==> src/rtl/data_mem_ctrl_if.sv <==
// Bundle of MEM-stage command/response signals and the word-wide SRAM
// handshake; slave is the controller side, master is the surrounding system.
interface data_mem_ctrl_if #(
    parameter int ADDR_W = 30
);
    logic              MemRead;
    logic              MemWrite;
    logic [1:0]        MemOp;
    logic              MemEXT;
    logic [31:0]       address;
    logic [31:0]       din;
    logic [31:0]       dout;
    logic              stall;
    logic              misalign;
    logic              timeout;
    logic              mem_req;
    logic              mem_we;
    logic [ADDR_W-1:0] mem_addr;
    logic [31:0]       mem_wdata;
    logic [31:0]       mem_rdata;
    logic              mem_ack;

    modport slave (
        input  MemRead, MemWrite, MemOp, MemEXT, address, din,
        input  mem_rdata, mem_ack,
        output dout, stall, misalign, timeout,
        output mem_req, mem_we, mem_addr, mem_wdata
    );

    modport master (
        output MemRead, MemWrite, MemOp, MemEXT, address, din,
        output mem_rdata, mem_ack,
        input  dout, stall, misalign, timeout,
        input  mem_req, mem_we, mem_addr, mem_wdata
    );
endinterface

==> src/rtl/data_mem_ctrl.sv <==
// Multi-cycle data-memory controller: lane select/extension for loads,
// read-modify-write for sub-word stores, pipeline stall and ack timeout.
module data_mem_ctrl #(
    parameter int ADDR_W  = 30,
    parameter int TIMEOUT = 255
) (
    input logic            clk,
    input logic            rst,
    data_mem_ctrl_if.slave bus
);
    typedef enum logic [2:0] {IDLE, RD, RMW_RD, WR, DONE} state_t;

    localparam int CNT_W = (TIMEOUT < 2) ? 1 : $clog2(TIMEOUT + 1);
    localparam int unsigned LAST = (TIMEOUT == 0) ? 0 : TIMEOUT - 1;
    localparam logic [CNT_W-1:0] CNT_LAST = CNT_W'(LAST);

    state_t            r_state;
    state_t            w_next;
    logic [CNT_W-1:0]  r_cnt;
    logic [1:0]        r_lane;
    logic [1:0]        r_op;
    logic              r_ext;
    logic [31:0]       r_din;
    logic [31:0]       r_dout;
    logic [31:0]       r_wdata;
    logic [ADDR_W-1:0] r_memAddr;
    logic              r_misalign;
    logic              r_timeout;

    logic w_req;
    logic w_opWord;
    logic w_misaligned;
    logic w_busy;
    logic w_cntHit;
    logic w_stall;
    logic w_memReq;
    logic w_memWe;

    function automatic logic [31:0] extractLane(input logic [31:0] word, input logic [1:0] lane,
                                                input logic [1:0] op, input logic ext);
        logic [7:0]  b;
        logic [15:0] h;
        logic [31:0] res;
        b = word[{lane, 3'b000} +: 8];
        h = lane[1] ? word[31:16] : word[15:0];
        case (op)
            2'b01:   res = {{16{ext & h[15]}}, h};
            2'b10:   res = {{24{ext & b[7]}}, b};
            default: res = word;
        endcase
        return res;
    endfunction

    function automatic logic [31:0] mergeLane(input logic [31:0] word, input logic [1:0] lane,
                                              input logic [1:0] op, input logic [31:0] data);
        logic [31:0] res;
        res = word;
        if (op == 2'b01) begin
            if (lane[1]) res[31:16] = data[15:0];
            else         res[15:0]  = data[15:0];
        end else if (op == 2'b10) begin
            res[{lane, 3'b000} +: 8] = data[7:0];
        end
        return res;
    endfunction

    assign w_req        = bus.MemRead | bus.MemWrite;
    assign w_opWord     = (bus.MemOp == 2'b00) || (bus.MemOp == 2'b11);
    assign w_misaligned = (w_opWord && (bus.address[1:0] != 2'b00)) ||
                          ((bus.MemOp == 2'b01) && bus.address[0]);
    assign w_busy       = (r_state == RD) || (r_state == RMW_RD) || (r_state == WR);
    assign w_cntHit     = (TIMEOUT != 0) && (r_cnt == CNT_LAST);

    always_ff @(posedge clk or negedge rst) begin
        if (!rst) r_state <= IDLE;
        else      r_state <= w_next;
    end

    // Handshake outputs come straight from state so a reset drops mem_req at once
    always_comb begin
        w_next   = r_state;
        w_stall  = 1'b0;
        w_memReq = 1'b0;
        w_memWe  = 1'b0;
        case (r_state)
            IDLE: begin
                if (w_req) begin
                    w_stall = rst;
                    if (w_misaligned)     w_next = DONE;
                    else if (!bus.MemWrite) w_next = RD;
                    else if (w_opWord)    w_next = WR;
                    else                  w_next = RMW_RD;
                end
            end
            RD: begin
                w_stall  = 1'b1;
                w_memReq = 1'b1;
                if (bus.mem_ack || w_cntHit) w_next = DONE;
            end
            RMW_RD: begin
                w_stall  = 1'b1;
                w_memReq = 1'b1;
                if (bus.mem_ack)   w_next = WR;
                else if (w_cntHit) w_next = DONE;
            end
            WR: begin
                w_stall  = 1'b1;
                w_memReq = 1'b1;
                w_memWe  = 1'b1;
                if (bus.mem_ack || w_cntHit) w_next = DONE;
            end
            DONE:    w_next = IDLE;
            default: w_next = IDLE;
        endcase
    end

    // Counter restarts whenever a new SRAM transaction phase begins
    always_ff @(posedge clk or negedge rst) begin
        if (!rst) begin
            r_cnt      <= '0;
            r_lane     <= 2'b00;
            r_op       <= 2'b00;
            r_ext      <= 1'b0;
            r_din      <= '0;
            r_dout     <= '0;
            r_wdata    <= '0;
            r_memAddr  <= '0;
            r_misalign <= 1'b0;
            r_timeout  <= 1'b0;
        end else begin
            r_misalign <= 1'b0;
            r_timeout  <= 1'b0;
            r_cnt      <= (w_busy && (w_next == r_state)) ? r_cnt + 1'b1 : '0;
            case (r_state)
                IDLE: begin
                    if (w_req) begin
                        r_lane    <= bus.address[1:0];
                        r_op      <= bus.MemOp;
                        r_ext     <= bus.MemEXT;
                        r_din     <= bus.din;
                        r_wdata   <= bus.din;
                        r_memAddr <= bus.address[ADDR_W+1:2];
                        if (w_misaligned) begin
                            r_misalign <= 1'b1;
                            if (!bus.MemWrite) r_dout <= '0;
                        end
                    end
                end
                RD: begin
                    if (bus.mem_ack) begin
                        r_dout <= extractLane(bus.mem_rdata, r_lane, r_op, r_ext);
                    end else if (w_cntHit) begin
                        r_dout    <= '0;
                        r_timeout <= 1'b1;
                    end
                end
                RMW_RD: begin
                    if (bus.mem_ack)   r_wdata   <= mergeLane(bus.mem_rdata, r_lane, r_op, r_din);
                    else if (w_cntHit) r_timeout <= 1'b1;
                end
                WR: begin
                    if (!bus.mem_ack && w_cntHit) r_timeout <= 1'b1;
                end
                default: ;
            endcase
        end
    end

    assign bus.stall     = w_stall;
    assign bus.mem_req   = w_memReq;
    assign bus.mem_we    = w_memWe;
    assign bus.mem_addr  = r_memAddr;
    assign bus.mem_wdata = r_wdata;
    assign bus.dout      = r_dout;
    assign bus.misalign  = r_misalign;
    assign bus.timeout   = r_timeout;
endmodule

==> src/flat_wrapper.sv <==
// flat-port wrapper written by rule: the top's interface ports become plain ports
module data_mem_ctrl_flat 
#(
    parameter int ADDR_W  = 30,
    parameter int TIMEOUT = 255
)
  (clk, rst, bus_MemRead, bus_MemWrite, bus_MemOp, bus_MemEXT, bus_address, bus_din, bus_mem_rdata, bus_mem_ack, bus_dout, bus_stall, bus_misalign, bus_timeout, bus_mem_req, bus_mem_we, bus_mem_addr, bus_mem_wdata);
  data_mem_ctrl_if #(.ADDR_W(ADDR_W)) bus_i ();
  input logic clk;
  input logic rst;
  input wire logic [$bits(bus_i.MemRead)-1:0] bus_MemRead;
  input wire logic [$bits(bus_i.MemWrite)-1:0] bus_MemWrite;
  input wire logic [$bits(bus_i.MemOp)-1:0] bus_MemOp;
  input wire logic [$bits(bus_i.MemEXT)-1:0] bus_MemEXT;
  input wire logic [$bits(bus_i.address)-1:0] bus_address;
  input wire logic [$bits(bus_i.din)-1:0] bus_din;
  input wire logic [$bits(bus_i.mem_rdata)-1:0] bus_mem_rdata;
  input wire logic [$bits(bus_i.mem_ack)-1:0] bus_mem_ack;
  output wire logic [$bits(bus_i.dout)-1:0] bus_dout;
  output wire logic [$bits(bus_i.stall)-1:0] bus_stall;
  output wire logic [$bits(bus_i.misalign)-1:0] bus_misalign;
  output wire logic [$bits(bus_i.timeout)-1:0] bus_timeout;
  output wire logic [$bits(bus_i.mem_req)-1:0] bus_mem_req;
  output wire logic [$bits(bus_i.mem_we)-1:0] bus_mem_we;
  output wire logic [$bits(bus_i.mem_addr)-1:0] bus_mem_addr;
  output wire logic [$bits(bus_i.mem_wdata)-1:0] bus_mem_wdata;
  assign bus_i.MemRead = bus_MemRead;
  assign bus_i.MemWrite = bus_MemWrite;
  assign bus_i.MemOp = bus_MemOp;
  assign bus_i.MemEXT = bus_MemEXT;
  assign bus_i.address = bus_address;
  assign bus_i.din = bus_din;
  assign bus_i.mem_rdata = bus_mem_rdata;
  assign bus_i.mem_ack = bus_mem_ack;
  assign bus_dout = bus_i.dout;
  assign bus_stall = bus_i.stall;
  assign bus_misalign = bus_i.misalign;
  assign bus_timeout = bus_i.timeout;
  assign bus_mem_req = bus_i.mem_req;
  assign bus_mem_we = bus_i.mem_we;
  assign bus_mem_addr = bus_i.mem_addr;
  assign bus_mem_wdata = bus_i.mem_wdata;
  data_mem_ctrl #(.ADDR_W(ADDR_W), .TIMEOUT(TIMEOUT)) u_core (.clk(clk), .rst(rst), .bus(bus_i));
endmodule
==> config.mk <==
export PLATFORM = sky130hd
export DESIGN_NAME = data_mem_ctrl_flat
export DESIGN_NICKNAME = d
export VERILOG_FILES = /design/src/rtl/data_mem_ctrl_if.sv /design/src/rtl/data_mem_ctrl.sv /design/src/flat_wrapper.sv
export SDC_FILE = /design/constraint.sdc
export NUM_CORES = 1
export LEC_CHECK = 0
export CAP_MARGIN = 20
export CORE_MARGIN = 8
export CORE_UTILIZATION = 44
export DETAILED_ROUTE_END_ITERATION = 6
export PLACE_DENSITY = 0.78
export SLEW_MARGIN = 40
export SYNTH_ARGS = -nofsm -noshare
export SYNTH_HDL_FRONTEND = slang
export SYNTH_SLANG_ARGS = --single-unit
==> constraint.sdc <==
create_clock -name clk -period 2.2 [get_ports clk]
set_input_delay 0.44 -clock clk [delete_from_list [all_inputs] [get_ports clk]]
set_output_delay 0.44 -clock clk [all_outputs]
set_load 0.005 [all_outputs]
### Word level (Yosys, flattened, before mapping)

Cells that the tools add are included.

* equal/unequal tests: 14
* reduce and logical (&&, ||, !) cells: 21
* $add $sub $neg: 2
* bitwise gates (word level): 3
* shift-type cells: 3
* multiply operators: 0
* order comparisons: 0
* divide/modulo/power cells: 0
* muxes and demuxes: 36

Operators with widths (count)
* 32-bit 2-to-1 mux: 9
* 32-bit one-hot mux with 2 select lines: 3
* 16-bit 2-to-1 mux: 3
* 32-bit bitwise mux: 1
* 8-bit by 7-bit variable shift with 32-bit output, first input constant: 1
* 32-bit by 6-bit variable part select with 8-bit output: 1
* 8-bit by 7-bit variable part select with 32-bit output: 1
* 3-bit 2-to-1 mux: 6
* 1-bit 2-to-1 mux: 10
* 3-bit one-hot mux with 3 select lines: 1
* 8-bit by 1-bit adder with 8-bit output, second input constant: 1
* 8-bit == test, second input constant: 1
* 8-bit 2-to-1 mux: 1
* 5-bit negation with 7-bit output: 1
* 3-bit by 2-bit == test with 1-bit output, second input constant: 2
* 2-bit nonzero test: 3
* 1-bit logical OR: 5
* 5-bit AND reduction: 1
* 2-bit by 1-bit == test with 1-bit output, second input constant: 2
* 2-bit == test, second input constant: 2
* 1-bit logical AND: 4
* 2-bit by 1-bit inequality test with 1-bit output, second input constant: 2
* 2-bit inequality test, second input constant: 2
* 1-bit one-hot mux with 2 select lines: 2
* 12 further kinds: 14

* bits in read-only memories: 0
* memories: 0
* register bits after elaboration: 128
* logic and storage cells: 90
* bits in latches: 0
* memory bits (writable): 0

### Longest topological paths before layout

Gate-level depths: netlist of run 1.

* depth in word-level cells: 10
* gate-level depth with buffers: 9
* mapped depth without buffers: 6

### Worst setup path before layout of run 1

OpenSTA, ideal clock, no wires.

* kind: flip-flop to flip-flop
* from: reg u_core.r_lane[1]
* to: reg u_core.r_wdata[24], in the netlist u_core.bus.mem_wdata[24]
* path slack: 0.068 ns
* period minus slack after synthesis: 2.132 ns
* buffers on the path: 2
* data arrival time: 2.055 ns
* cell stages (with the launch flop): 9
* setup time: 0.077 ns
* cell sequence: dfrtp_1 buf_4 buf_2 inv_1 ha_1 nor3b_1 a311o_1 a22oi_1 a21oi_1

* cells in the longest elaborated chain, start to end: 7
* elaborated cells on any way between the ends: 9
* classes of those cells: add/sub (1); shift (2); mux (6)

Ends and longest elaborated chain
* start: declaration: RTL line data_mem_ctrl.sv:20 `logic [1:0] r_lane;`
* start signal: assignment: RTL line data_mem_ctrl.sv:137 `r_lane <= bus.address[1:0];`
* 5-bit negation with 7-bit output: RTL line data_mem_ctrl.sv:62 `res[{lane, 3'b000} +: 8] = data[7:0];`
* 8-bit by 7-bit variable part select with 32-bit output or 8-bit by 7-bit variable shift with 32-bit output (tied branches): RTL line data_mem_ctrl.sv:62
* 32-bit bitwise mux: RTL line data_mem_ctrl.sv:62
* 32-bit 2-to-1 mux: RTL line data_mem_ctrl.sv:61 `end else if (op == 2'b10) begin`
* 32-bit 2-to-1 mux *: RTL line data_mem_ctrl.sv:58 `if (op == 2'b01) begin`
* 32-bit 2-to-1 mux *: RTL line data_mem_ctrl.sv:158 `if (bus.mem_ack) r_wdata <= mergeLane(bus.mem_rdata, r_lane, r_op, r_din);`
* 32-bit one-hot mux with 2 select lines *: RTL line data_mem_ctrl.sv:134 `case (r_state)`
* end signal: assignment: RTL line data_mem_ctrl.sv:141 `r_wdata <= bus.din;`
* end signal: assignment: RTL line data_mem_ctrl.sv:158
* end: declaration: RTL line data_mem_ctrl.sv:25 `logic [31:0] r_wdata;`

Mark *: on every way between the ends. The rest lies on a longest branch, timed or not. The select of a mux whose other input is x is not followed.
A chain may end at the register's enable or synchronous reset.

### Final worst setup path of run 1

* from: reg u_core.r_state[1]
* to: out bus_mem_we

* cells in the longest elaborated chain, start to end: 2

Ends and longest elaborated chain
* start: declaration: RTL line data_mem_ctrl.sv:17 `state_t r_state;`
* start signal: assignment: RTL line data_mem_ctrl.sv:76 `else r_state <= w_next;`
* 3-bit by 2-bit == test with 1-bit output: RTL line data_mem_ctrl.sv:85 `case (r_state)`
* 1-bit 2-to-1 mux: RTL line data_mem_ctrl.sv:85
* end: declaration: RTL line flat_wrapper.sv:24 `output wire logic [$bits(bus_i.mem_we)-1:0] bus_mem_we;`

Every way passes these cells.

==> results of run 1 <==
[per-layer routing]
layer  vias up  share of wire [%]
met1      3232                 40
met3        49                 11
met2       361                 46
met5         -                  0
li1       3210                  -
met4         0                3.4
[worst max-delay path, cell delays in order, from the launching register on]
cell	delay (ns)
sky130_fd_sc_hd__dfrtp_2	0.44
sky130_fd_sc_hd__nor2b_2	0.18
sky130_fd_sc_hd__and2_1	0.14
sky130_fd_sc_hd__clkdlybuf4s50_1	0.52
[timing repair]
item | 4_1_cts | 5_1_grt
hold buffers | 1 | 0
gates resized for setup | 5 | 4
pin swaps | 0 | 0
setup endpoints to repair | 3 | 3
endpoints found under the hold margin | 1 | 0
buffers inserted | 0 | 5
[final timing paths]
path,start,endpoint,depth (start not counted)
worst max-delay path,u_core.r_state[1],bus_mem_we,3
worst min-delay path,rst,u_core.bus.mem_addr[13],2
worst max register to register,u_core.r_lane[1],u_core.bus.mem_wdata[13],7
worst min register to register,u_core.bus.mem_addr[2],u_core.bus.mem_addr[2],2
max in group asynchronous,rst,u_core.r_lane[1],3
min in group clk,u_core.bus.mem_addr[2],u_core.bus.mem_addr[2],2
[synthesized netlist by cell type, types with 2 or more instances]
library cell and n:
sky130_fd_sc_hd__or2_2 2, sky130_fd_sc_hd__a22oi_1 8, sky130_fd_sc_hd__o31ai_1 8, sky130_fd_sc_hd__nand2_1 193
sky130_fd_sc_hd__xor2_1 3, sky130_fd_sc_hd__buf_1 7, sky130_fd_sc_hd__nor3_1 10, sky130_fd_sc_hd__buf_6 3
sky130_fd_sc_hd__o211ai_1 8, sky130_fd_sc_hd__inv_1 20, sky130_fd_sc_hd__nor3b_1 2, sky130_fd_sc_hd__ha_1 10
sky130_fd_sc_hd__nor2b_1 4, sky130_fd_sc_hd__xnor2_1 3, sky130_fd_sc_hd__mux2i_1 35, sky130_fd_sc_hd__buf_4 3
sky130_fd_sc_hd__nand4_1 9, sky130_fd_sc_hd__nand3_1 3, sky130_fd_sc_hd__clkbuf_1 26, sky130_fd_sc_hd__o22a_1 9
sky130_fd_sc_hd__a221o_1 23, sky130_fd_sc_hd__a21oi_1 74, sky130_fd_sc_hd__nand2b_1 2, sky130_fd_sc_hd__and4_1 8
sky130_fd_sc_hd__a22o_1 8, sky130_fd_sc_hd__a21boi_0 32, sky130_fd_sc_hd__a221oi_1 2, sky130_fd_sc_hd__nor2_1 28
sky130_fd_sc_hd__buf_2 23, sky130_fd_sc_hd__o21ai_0 24, sky130_fd_sc_hd__a31oi_1 16, sky130_fd_sc_hd__a21o_1 2
sky130_fd_sc_hd__a41o_1 8, sky130_fd_sc_hd__dfrtp_1 128, sky130_fd_sc_hd__a311o_1 8, sky130_fd_sc_hd__and2_1 3
sky130_fd_sc_hd__mux2_2 9
[placed cells by master, fill, tap and decap left out, types with 4 or more instances in the layout]
cell                                n
sky130_fd_sc_hd__clkinvlp_4         4
sky130_fd_sc_hd__a41o_1             8
sky130_fd_sc_hd__dfrtp_2            4
sky130_fd_sc_hd__nand4_1            9
sky130_fd_sc_hd__buf_12             6
sky130_fd_sc_hd__a31oi_1           16
sky130_fd_sc_hd__o211ai_1           8
sky130_fd_sc_hd__ha_1               9
sky130_fd_sc_hd__a21oi_1           74
sky130_fd_sc_hd__a221o_1           23
sky130_fd_sc_hd__o21ai_0           23
sky130_fd_sc_hd__nand2_1          193
sky130_fd_sc_hd__nor3_1            10
sky130_fd_sc_hd__bufinv_16          5
sky130_fd_sc_hd__a22oi_1            8
sky130_fd_sc_hd__a311o_1            8
sky130_fd_sc_hd__clkdlybuf4s50_1  200
sky130_fd_sc_hd__dfrtp_1          124
sky130_fd_sc_hd__inv_1             20
sky130_fd_sc_hd__o22a_1             9
sky130_fd_sc_hd__o31ai_1            8
sky130_fd_sc_hd__buf_4             43
sky130_fd_sc_hd__a22o_1             8
sky130_fd_sc_hd__clkbuf_16         17
sky130_fd_sc_hd__mux2_2             9
sky130_fd_sc_hd__and4_1             8
sky130_fd_sc_hd__a21boi_0          32
sky130_fd_sc_hd__mux2i_1           35
sky130_fd_sc_hd__nor2_1            27
[where the power goes]
| part | total [uW] | leakage [uW] | internal [uW] | switching, uW |
|---|---|---|---|---|
| registers | 4180 | 0.00158 | 3390 | 796 |
| clock network | 3140 | 0.000305 | 2040 | 1100 |
| logic | 7350 | 0.00262 | 3580 | 3770 |
| total | 14700 | 0.00450 | 9010 | 5660 |
[metrics by stage]
stage               std cells  utilization, %  setup TNS, ns  hold WS [ns]
floorplan                 779               -              0        0.1444
global placement         1178           60.00         -3.601        0.2639
detailed placement       1178           60.06         -5.522        0.2636
CTS                      1211           64.29              0        0.3579
global route             1216           64.54      -0.008913        0.3776
finish                   1217           64.56              0        0.3733
[sequential cells by signal (all words and copies together), names as in the netlist]
name                  count
u_core.bus.dout          32
u_core.bus.mem_wdata     32
u_core.bus.mem_addr      30
u_core.r_din             16
u_core.r_cnt              8
u_core.r_state            3
u_core.r_lane             2
u_core.r_op               2
u_core.bus.misalign       1
u_core.bus.timeout        1
u_core.r_ext              1
[logic make-up after synthesis]
family	count (synthesis)
AOI/OAI and AO/OA	239
xor gates and xnor gates	6
adders and majority gates	10
buffers and inverters	82
DFF	128
muxes	44
and+or+nand+nor	270
[layout make-up]
type	instances	area, um^2	area share [%]
diodes	1	2.502	0.02458
well taps	216	270.3	2.655
clock buffers	19	442.9	4.351
clock inverters	13	211.5	2.077
inverters	20	75.07	0.7374
flip-flops and latches	128	3208	31.51
multi-input cells	569	3511	34.48
repair buffers	251	2460	24.16
==> results.md, run 1 <==
- The mux contribution to synthesized area is 6.394%.
- The total grt overflow is 0.
- After synthesis, the netlist uses 52 different library cells.
- Setup violations remaining at the end of the flow were counted as 0.
- The fraction of met1 tracks used by global routing is ~29%.
- The run finished with clean final reports.
- The total via count in the routed design is 6,852.
- The simple-gate area share of the yosys netlist is 16.47%.
- The placeable core region is 15,770 um^2.
- The setup slack after layout is 0.06315 ns.
- After clock tree synthesis, the clock-pin slew on the worst setup and hold paths is 0.06 ns.
- Summed over all nets, the half-perimeter wirelength after detailed placement is between 15,000 and 20,000 um.
- The final RePlAce weighted congestion is 0.8912.
- Fill cells in the final layout number 1,310.
- The die covers roughly 20,000 um^2.
- The via count of the first global-routing pass is 6,729.
- The number of optimization iterations in the first detailed-route pass is 5.
- The placed instances occupy a cell area of ~9500 um^2.
- Yosys mapped a number of flops with a built-in enable equal to 0.
- STA puts the critical path data required time at 1.76 ns.
- The xor-xnor portion of the synthesized cell area is 0.7439%.
- The first global-routing pass estimated 36,650 um of wire.
- The post-route antenna net violation count is 0.
- With fillers left out, the area of the finished cells amounts to 10,180 um^2.
- The net count after synthesis is 893.
- Counting flops with an async set or reset pin after synthesis yields a share of 100.0%.
- After detailed routing, the number of vias per cell comes to 5.630.
- The count of maximum capacitance violations is 0.
- The clock drives about 130 sinks.
- The total power divided by cell area is 1441 nW/um^2.
- The worst path uses 97.13% of the clock period.
- The met2 track demand over resource in global routing is 35.60%.
- The final count of hold timing violations came to 0.
- The initial core utilization is between 40% and 50%.
- The predominant post-synthesis flop cell is sky130_fd_sc_hd__dfrtp_1.
- The flop-to-flop setup slack is 0.15 ns.
- For this run, design rule violations remaining after detail routing come to 0.
- The synthesized netlist devotes 24.03% of its cell area to compound gates.
- The DRC violation total after the first TritonRoute iteration is 730.
- The data arrival time of the critical path is approximately 1.7 ns.
- IR analysis of the VDD net gives a maximum drop of between 800 and 900 uV.
- The layer carrying the most global-route usage is met2.
- By area the synthesized netlist is led by sky130_fd_sc_hd__dfrtp_1 (45%), sky130_fd_sc_hd__nand2_1 (10%), sky130_fd_sc_hd__a21oi_1 (5.2%).
- In this run, CTS created clock tree buffers numbering 17.
- In this run the tightest slew margin relative to its limit is about 53%.
- In this run the tool buffered the top-level ports with 202 buffer cells.
- Entering global routing, the biggest net connects 128 pins.
- The overall power after layout is 14,670 uW.
- The largest fanout on the critical path is 6.
- The measured slew at the worst slew-check pin is approximately 0.70 ns.
- In this run the count of I/O pins placed on the die edge is 203.
- Sequential cells were found to cover 45.34% of the synthesized design area.
- The H-tree generated during clock tree synthesis spans 4 levels.
- The clock arrives with around 0.0073 ns of skew.
- In this run the clock root is driven by a sky130_fd_sc_hd__clkbuf_16.
- In this run the worst hold path is classified as input port to async pin.
- Cells with a size suffix above 1 make up around 11% of the layout.
- Counting I/O delays and the setup requirement, the final critical path takes 2.137 ns.
- The maximum achievable frequency is between 0.4 and 0.5 GHz.
- The die is approximately 140 um wide.
- Across every metal layer, demand over resource in global routing totals 23.09%.
- The maximum clock insertion buffer count is 2.
- The max-slew violation count came to 0.
- The total number of yosys warnings is 0.
- After detailed routing, the total wire length is 23,600 um.
- A synthesized cell averages between 9 and 10 um^2.
- The floorplan has 46 rows.
- The category of the worst setup path capture point is a primary output.
- The number of flip-flops and latches in the synthesized netlist is 128.
- The post-detailed-route wirelength per cell is ~19 um.
- The vertical die dimension is 142.7 um.
- The number of cells produced by synthesis is 779.
- The synthesized design devotes to its leading area cell type 45.34% of total area.
- The kind of launch point of the worst setup path is a flop.
- The adder and majority gate portion of the synthesized area is 1.771%.
- The leading area contributor after synthesis is sky130_fd_sc_hd__dfrtp_1.
- At the placement stage, the worst setup path has a slack of -0.1954 ns.
- After synthesis, the largest family of logic cells by area is compound AO/OA/AOI/OAI gates.
- The routing usage on met3 is slightly above 8%.
- The analysis attributes to cell leakage a power of 0.004504 uW.
- The category of the critical setup timing path is flop to primary output.
- In this run the cell area of the synthesized design comes to 7064 um^2.
- Relative to the synthesized area, the layout overhead comes to 44.12%.
- For this run, the post-layout net count is 1,101.
- The latest clock arrival within the worst-skew pair is 0.42 ns.
- The number of antenna violations at the first check in global routing is 0.
- TritonCTS built the clock tree.
Note: power is estimated with default switching activity, not from simulation.
==> inputs of run 2 (changes only) <==
Settings changed: MAX_ROUTING_LAYER set to met4.
==> run 2 against run 1 <==
Against the previous run:
- sequential share of layout area is essentially flat
- first-iteration DRC count shrank 8.2%
- cell area barely moved
- clock power barely moved
- largest power group unchanged
==> results.md, run 2 (synthesis results as in run 1) <==
- The half-perimeter wire length after placement is 16,690 um (unchanged).
- The placeable core region is 15,770 um^2 (unchanged).
- The clock tree from TritonCTS is built (unchanged).
- The mean number of vias per cell is 5.635 (was 5.630).
- The maximum clock insertion buffer count is 2 (unchanged).
- The total grt overflow is 0 (unchanged).
- The full die area is 20,370 um^2 (unchanged).
- The routed wire length is 23,530 um (was 23,600 um).
- The commonest non-fill, non-tap cell in the layout is sky130_fd_sc_hd__clkdlybuf4s50_1 (unchanged).
- The number of antenna cells inserted is 0 (was 1).
- The final count of hold timing violations is 0 (unchanged).
- The global router's overall resource usage is 23.75% (was 23.09%).
- The post-route fraction of the period consumed by the critical path came to 97.15% (was 97.13%).
- The data arrival time of the critical path is 1.70 ns (about the same).
- The worst setup timing slack at the placement stage was -0.1954 ns (unchanged).
- The post-route antenna net violation count is 0 (unchanged).
- The clock buffer count from CTS is 17 (unchanged).
- The flop-to-flop setup slack is 0.15 ns (about the same).
- The number of buffer cells added on primary ports is 202 (unchanged).
- Crit path cell chain: nor2b_2 -> and2_1 -> clkdlybuf4s50_1 (unchanged).
- The minimum clock period after layout came to 2.137 ns (about the same).
- The largest vdd supply drop is 846.5 uV (was 834.9 uV).
- The total number of clock tree sinks is 128 (unchanged).
- The row count was 46 (unchanged).
- The worst clock skew on the final layout came to 0.007668 ns (was 0.007321 ns).
- The post-route DRC violation count is 0 (unchanged).
- The capture point of the critical path was bus_mem_we (unchanged).
- The launch point of the worst path is u_core.r_state[1] (unchanged).
- The maximum achievable frequency is 0.4679 GHz (was 0.4680 GHz).
- The required time at the worst-slack endpoint is 1.76 ns (about the same).
- The max-slew violation count is 0 (unchanged).
- The final RePlAce weighted congestion is 0.9062 (was 0.8912).
- The destination of the worst register-to-register timing path was u_core.bus.dout[25] (was u_core.bus.mem_wdata[13]).
- The via count of the first global-routing pass is 6,720 (was 6,729).
- The category of the worst setup path capture point is a primary output (unchanged).
- The clock root buffer master is sky130_fd_sc_hd__clkbuf_16 (unchanged).
- The number of optimization iterations in the first detailed-route pass is 5 (unchanged).
- The measured slew at the worst slew-check pin came to 0.6913 ns (was 0.7000 ns).
- The category of the critical setup timing path is flop to primary output (unchanged).
- The number of antenna violations at the first check in global routing is 0 (unchanged).
- The largest fanout on the critical path is 6 (unchanged).
- The number of cells on the worst reg-to-reg path is 5 (was 7).
- The standard cell with the maximum stage delay on the critical path is sky130_fd_sc_hd__clkdlybuf4s50_1 (unchanged).
- The static leakage is 0.004504 uW (unchanged).
- The total power divided by cell area is 1441 nW/um^2 (about the same).
- The critical register-to-register path startpoint is u_core.r_state[2] (was u_core.r_lane[1]).
- The DRC violation total after the first TritonRoute iteration is 670 (was 730).
- The initial core utilization is 44.80% (unchanged).
- The first-pass GRT wire length is 36,590 um (was 36,650 um).
- The post-detailed-route wirelength per cell is 19.35 um (was 19.39 um).
- The total via count in the routed design is 6,852 (unchanged).
- The pin count of the biggest net entering global routing came to 128 (unchanged).
- The setup slack after layout came to 0.06276 ns (was 0.06315 ns).
- The number of top-level design ports is 203 (unchanged).
- The number of levels in the clock H-tree came to 4 (unchanged).
- The largest stage delay on the critical path came to 0.53 ns (was 0.52 ns).
- The clock input transition at the sequential cells of the worst setup and hold paths is 0.06 ns (about the same).
- The proportion of layout cells with a drive suffix above 1 came to 11.00% (unchanged).
- The kind of launch point of the worst setup path is a flop (unchanged).
- The layout net count is 1,101 (unchanged).
- The overall power after layout is 14,670 uW (about the same).
- The tightest slew margin relative to the limit is 53.76% (was 53.33%).
- The latest clock arrival within the worst-skew pair was 0.42 ns (about the same).
- The width of the die is 142.7 um (unchanged).
- The count of maximum capacitance violations came to 0 (unchanged).
- The setup violation total in the final timing report is 0 (unchanged).
- Commonest cells after routing, fill and taps aside: sky130_fd_sc_hd__clkdlybuf4s50_1 (200), sky130_fd_sc_hd__nand2_1 (193), sky130_fd_sc_hd__dfrtp_1 (124) (unchanged).
- The class of the tightest hold or removal check is input port to async pin (unchanged).
- The post-synthesis to final-layout area growth came to 44.08% (was 44.12%).
- Outcome: complete, no violations (unchanged).
- The vertical die dimension was 142.7 um (unchanged).
## run 2: changes by cell type in the layout (fill, tap and decap cells not counted)
cell / previous run / this run
sky130_fd_sc_hd__diode_2: 1 / 0
## run 2: critical path, delay by kind of cell (launching register included)
family / cells / cell delay [ns]
flip-flops: 1 / 0.43
AND/OR/NAND/NOR: 2 / 0.32
buffers and inverters: 1 / 0.53
## run 2: area by class of cell
cell class              count  area, um^2
inverters                  20       75.07
flip-flops and latches    128        3208
fillers                  1311        5592
multi-input cells         569        3511
clock inverters            13       211.5
clock buffers              19       442.9
repair buffers            251        2460
well taps                 216       270.3
## run 2: per-stage QoR
| stage | area (um^2) | TNS [ns] | cells | hold WS (ns) | utilization [%] |
|---|---|---|---|---|---|
| final | 10180 | 0 | 1216 | 0.3763 | 64.54 |
| after global routing | 10180 | -0.01284 | 1216 | 0.3776 | 64.54 |
| after CTS | 10140 | 0 | 1211 | 0.3579 | 64.29 |
| after detailed placement | 9472 | -5.522 | 1178 | 0.2636 | 60.06 |
| after global placement | 9462 | -3.601 | 1178 | 0.2639 | 60.00 |
| after floorplan | 7064 | 0 | 779 | 0.1444 | - |
## run 2: routing by layer
metal | wire (um) | vias up | GRT usage [%]
met5 | 0 | - | -
met4 | 812 | 0 | 9.899
met3 | 2565 | 53 | 7.646
met2 | 10690 | 345 | 35.62
met1 | 9457 | 3238 | 29.08
li1 | - | 3216 | -
## run 2: repair_timing
action	in CTS	in global routing
gates resized for setup	5	4
hold endpoints to repair	1	0
gates cloned	0	0
setup buffers	0	5
hold buffers	1	0
setup endpoints to repair	3	3
## run 2: how the worst min path moves through the flow
stage	to	from	slack (ns)	cells after the start
finish	u_core.bus.mem_addr[13]	rst	0.38	2
global route	u_core.bus.mem_addr[13]	rst	0.38	2
CTS	u_core.bus.mem_addr[13]	rst	0.36	2
detailed placement	u_core.bus.mem_addr[13]	rst	0.26	1
global placement	u_core.bus.mem_addr[13]	rst	0.26	1
floorplan	u_core.bus.dout[0]	rst	0.14	0
## run 2: power breakdown
group / internal [uW] / leakage [uW] / switching, uW / total, uW
logic: 3580 / 0.00262 / 3760 / 7340
registers: 3390 / 0.00158 / 803 / 4190
clock network: 2040 / 0.000305 / 1090 / 3130
total: 9010 / 0.00450 / 5650 / 14700
